===== config.mk =====
export PLATFORM = sky130hd
export DESIGN_NAME = button_event
export DESIGN_NICKNAME = d
export VERILOG_FILES = /design/src/rtl/button_event.sv
export SDC_FILE = /design/constraint.sdc
export NUM_CORES = 1
export LEC_CHECK = 0
export ABC_AREA = 1
export CAP_MARGIN = 20
export CORE_ASPECT_RATIO = 1.75
export CORE_MARGIN = 4
export CORE_UTILIZATION = 25
export DETAILED_ROUTE_END_ITERATION = 7
export GPL_TIMING_DRIVEN = 0
export HOLD_SLACK_MARGIN = 0.05
export PLACE_DENSITY = 0.47
export SYNTH_ARGS = -nofsm -noshare
export SYNTH_HDL_FRONTEND = slang
export SYNTH_SLANG_ARGS = --single-unit

===== constraint.sdc =====
create_clock -name clock -period 1.6 [get_ports clock]
set_input_delay 0.32 -clock clock [delete_from_list [all_inputs] [get_ports clock]]
set_output_delay 0.32 -clock clock [all_outputs]
set_load 0.02 [all_outputs]

===== src/rtl/button_event.sv =====
// Turns the debounced button level into one-cycle press / release / long-press /
// auto-repeat events, plus a wrapping press counter and a held flag.
module button_event #(
    parameter int LONG_CYCLES   = 16,
    parameter int REPEAT_CYCLES = 4,
    parameter int COUNT_WIDTH   = 8
) (
    input  logic                   clock,
    input  logic                   reset,
    input  logic                   button_in,
    output logic                   press,
    output logic                   release_event,
    output logic                   long_press,
    output logic                   repeat_event,
    output logic                   held,
    output logic [COUNT_WIDTH-1:0] press_count
);

    localparam int MAX_HOLD = (LONG_CYCLES > REPEAT_CYCLES) ? LONG_CYCLES : REPEAT_CYCLES;
    localparam int HW       = $clog2(MAX_HOLD + 1);

    typedef enum logic [1:0] {
        DISARMED,
        IDLE,
        PRESSED,
        LONG
    } state_t;

    state_t                 state_reg, state_next;
    logic [HW-1:0]          hold_reg, hold_next;
    logic [COUNT_WIDTH-1:0] count_reg, count_next;
    logic                   press_reg, press_next;
    logic                   release_reg, release_next;
    logic                   long_reg, long_next;
    logic                   repeat_reg, repeat_next;
    logic                   held_reg, held_next;

    always_ff @(posedge clock) begin
        if (reset) begin
            state_reg   <= DISARMED;
            hold_reg    <= '0;
            count_reg   <= '0;
            press_reg   <= 1'b0;
            release_reg <= 1'b0;
            long_reg    <= 1'b0;
            repeat_reg  <= 1'b0;
            held_reg    <= 1'b0;
        end else begin
            state_reg   <= state_next;
            hold_reg    <= hold_next;
            count_reg   <= count_next;
            press_reg   <= press_next;
            release_reg <= release_next;
            long_reg    <= long_next;
            repeat_reg  <= repeat_next;
            held_reg    <= held_next;
        end
    end

    always_comb begin
        state_next   = state_reg;
        hold_next    = hold_reg;
        count_next   = count_reg;
        press_next   = 1'b0;
        release_next = 1'b0;
        long_next    = 1'b0;
        repeat_next  = 1'b0;

        case (state_reg)
            // A button held through reset must be seen low once before it can press.
            DISARMED: begin
                if (!button_in) begin
                    state_next = IDLE;
                end
            end
            IDLE: begin
                if (button_in) begin
                    state_next = PRESSED;
                    press_next = 1'b1;
                    count_next = count_reg + COUNT_WIDTH'(1);
                    hold_next  = HW'(1);
                end
            end
            PRESSED: begin
                if (!button_in) begin
                    state_next   = IDLE;
                    release_next = 1'b1;
                    hold_next    = '0;
                end else if (hold_reg == HW'(LONG_CYCLES - 1)) begin
                    state_next = LONG;
                    long_next  = 1'b1;
                    hold_next  = HW'(1);
                end else begin
                    hold_next = hold_reg + HW'(1);
                end
            end
            LONG: begin
                if (!button_in) begin
                    state_next   = IDLE;
                    release_next = 1'b1;
                    hold_next    = '0;
                end else if (hold_reg == HW'(REPEAT_CYCLES)) begin
                    repeat_next = 1'b1;
                    hold_next   = HW'(1);
                end else begin
                    hold_next = hold_reg + HW'(1);
                end
            end
            default: begin
                state_next = DISARMED;
                hold_next  = '0;
            end
        endcase

        held_next = (state_next == PRESSED) || (state_next == LONG);
    end

    assign press         = press_reg;
    assign release_event = release_reg;
    assign long_press    = long_reg;
    assign repeat_event  = repeat_reg;
    assign held          = held_reg;
    assign press_count   = count_reg;

endmodule


==> flow_summary.ini <==
[sta]
worst_pin_slew_ns = 0.507
rsz0062_at_grt = no
finalCritPeriodShare_pct = 96.0
setup_violations = 0
max_clock_freq_mhz = 651
fin_skew_ns = 0.00253
slew_viol_final = 0
fin_ws_ns = 0.0643
min_period_ns = 1.54
slew_headroom_pct = 66.2
hold_slack_ns = 0.293
finalHoldViolCount = 0

[cts]
cts-hold-fix-buffers = 0
cts_resized = 5
cts.sinks = 19
clockBufferDepth = 2
cts_tree = built
cts_htree_levels = 1
postCtsSetupRepairBufs = 0
clkTransAtPathRegs_ns = 0.07
clkLatencyLatePin_ns = 0.25
cts_made_buffers = 3
ctsRootBufferMaster = clkbuf_8

[worst_setup_path]
critical_path_required_ns = 1.28
end_kind = output pin
critPathKind = flop to output pin
critPathBufInv = 1
critical-path-top-delay-family = buffers and inverters
crit_chain = clkdlybuf4s50_1
path_max_fanout = 3
rr_worst_depth = 9
rrSetupSlack_ns = 0.11
cp-start-kind = flop
r2r_start = hold_reg[0]
max_stage_delay_ns = 0.61
critPathSlowestCell = clkdlybuf4s50_1
r2r_end = hold_reg[1]
critical_path_arrival_ns = 1.22

[die]
rows = 31
die_w_um = 57.2
start_util_pct = 25.7
die_y_um = 94.0
core_region_area_sq_um = 4110
dieArea_sq_um = 5370
io_pins = 16

[detailed_routing]
drt_iter0_drc = 21
wirelength_mm = 2.21
viasPerCell = 4.52
wl_per_cell_um = 10.4
detail-route-antenna-nets = 0
drtPass1Iterations = 4
routed-via-count = 958
post-route-drc-count = 0

[yosys]
ys_warn_count = 0
netlist_top_cells_area = dfxtp_1, ha_1, nand2_1, inv_1, nor2_1
seq_area_frac_synth_pct = 36.0
synth_cell_types = 25
synth_top_area_share_pct = 36.0
ys_seq_elements = 19
avgSynthCellArea_sq_um = 7.29
synth_top_flop_cell = dfxtp_1
netlist_instances = 145
netlist_area_sq_um = 1060
synth-edff-count = 0
synthArstFlopShare_pct = 0
yosysTopAreaCell = dfxtp_1
synth_nets = 158

[finish]
finalNetCount = 177
finalNonFillerCells = 212
diodes = 0
utilization_pct = 32.0
largest_reg_flops = 8
drive_gt1_share_pct = 12.3
area_growth_pct = 24.5

[place]
place_inst = 208
pre_cts_ws_ns = 0.00828
port-buffer-count = 14
hpwl_mm = 1.75
routabilityCongestion = 0.833

[global_routing]
antenna_found_initial = 0
grt_pass1_wl_mm = 3.84
grt.overflow.total = 0
track_usage_pct = 9.02
grt_start_max_net_pins = 12
grt_pass1_vias = 880

[power_and_ir_drop]
p_leak_uw = 0.000599
finalPower_uw = 1080
powerDensity_nw_per_um2 = 822
peakVddDrop_uv = 489

[worst_hold_path]
hp-start = button_in
hold_class = input pin to flop
hold_path_end = release_event
min_path_cells = 2

[job]
max-cap-violations = 0

[run_status]
outcome = finished, final reports clean
## layout make-up
type,count,area (sq um)
fill,465,2800
multi-input combinational,97,566
sequential,19,384
timing repair buffer,14,140
inverter,27,104
tap,49,61.3
clock buffer,3,41.3
buffer,2,15.0
clock inverter,1,5.00
## cells in the mapped netlist, types with 2 or more instances
cell type and n:
nor2_1 15, nand3_1 7, ha_1 10, a31oi_1 2, nand2_4 2, o21ai_0 8
inv_1 25, nor3_1 3, dfxtp_1 19, a21oi_1 10, nand4_1 3, nand2_1 28
## worst max-delay path by stage
stage	startpoint	to	slack [ns]	cells past startpoint
after global placement	hold_reg[0]	hold_reg[3]	-0.01	9
final	press_count[7]	press_count[7]	0.06	1
after CTS	press_count[2]	press_count[2]	0.01	1
after detailed placement	hold_reg[0]	hold_reg[1]	0.008	9
after floorplan	held	press_count[5]	0.16	7
after global routing	press_count[7]	press_count[7]	0.004	1
## worst reg2reg max path, delay by kind of cell, from the launching register on
kind                       cells  cell delay (ns)
adders and majority gates      2             0.43
and+or+nand+nor                5             0.42
DFF                            1             0.39
buffers and inverters          1             0.06
AOI/OAI and AO/OA              1             0.06
## metal layers
layer	GRT usage [%]	share of wire, %	up-vias
li1	-	-	496
met1	10.2	44	439
met2	15.6	50	19
met3	1.38	3.2	4
met4	5.22	2.6	0
met5	0	0	-
## layout by cell type, fill, tap and decap left out, types with 4 or more instances in the layout
cell / Yosys / layout
ha_1: 10 / 8
a21oi_1: 10 / 10
nand3_1: 7 / 7
inv_1: 25 / 25
nand2_1: 28 / 28
nor2_1: 15 / 14
clkdlybuf4s50_1: 0 / 8
dlygate4sd2_1: 0 / 4
dfxtp_1: 19 / 16
o21ai_0: 8 / 8
## cell families (layout without fill, tap and decap cells)
group                      after synthesis  in the layout  share of synthesized area, %
and+or+nand+nor                         63             63                          28.6
buffers and inverters                   29             47                          11.2
AOI/OAI and AO/OA                       24             24                          12.3
DFF                                     19             19                          36.0
adders and majority gates               10             10                          11.8
## metrics by stage
step	setup TNS, ns	cell area, sq um
floorplan	0	1060
global placement	-0.0212	1260
detailed placement	0	1260
CTS	0	1300
global route	0	1320
finish	0	1320
## power breakdown
part	switching (uW)	leakage (uW)	internal [uW]	total, uW
Sequential	33.6	0.000155	499	533
Clock	155	0.0000255	173	328
Combinational	143	0.000419	77.7	221
Total	332	0.000599	750	1080
No activity file was read; power rests on OpenSTA's default activity.
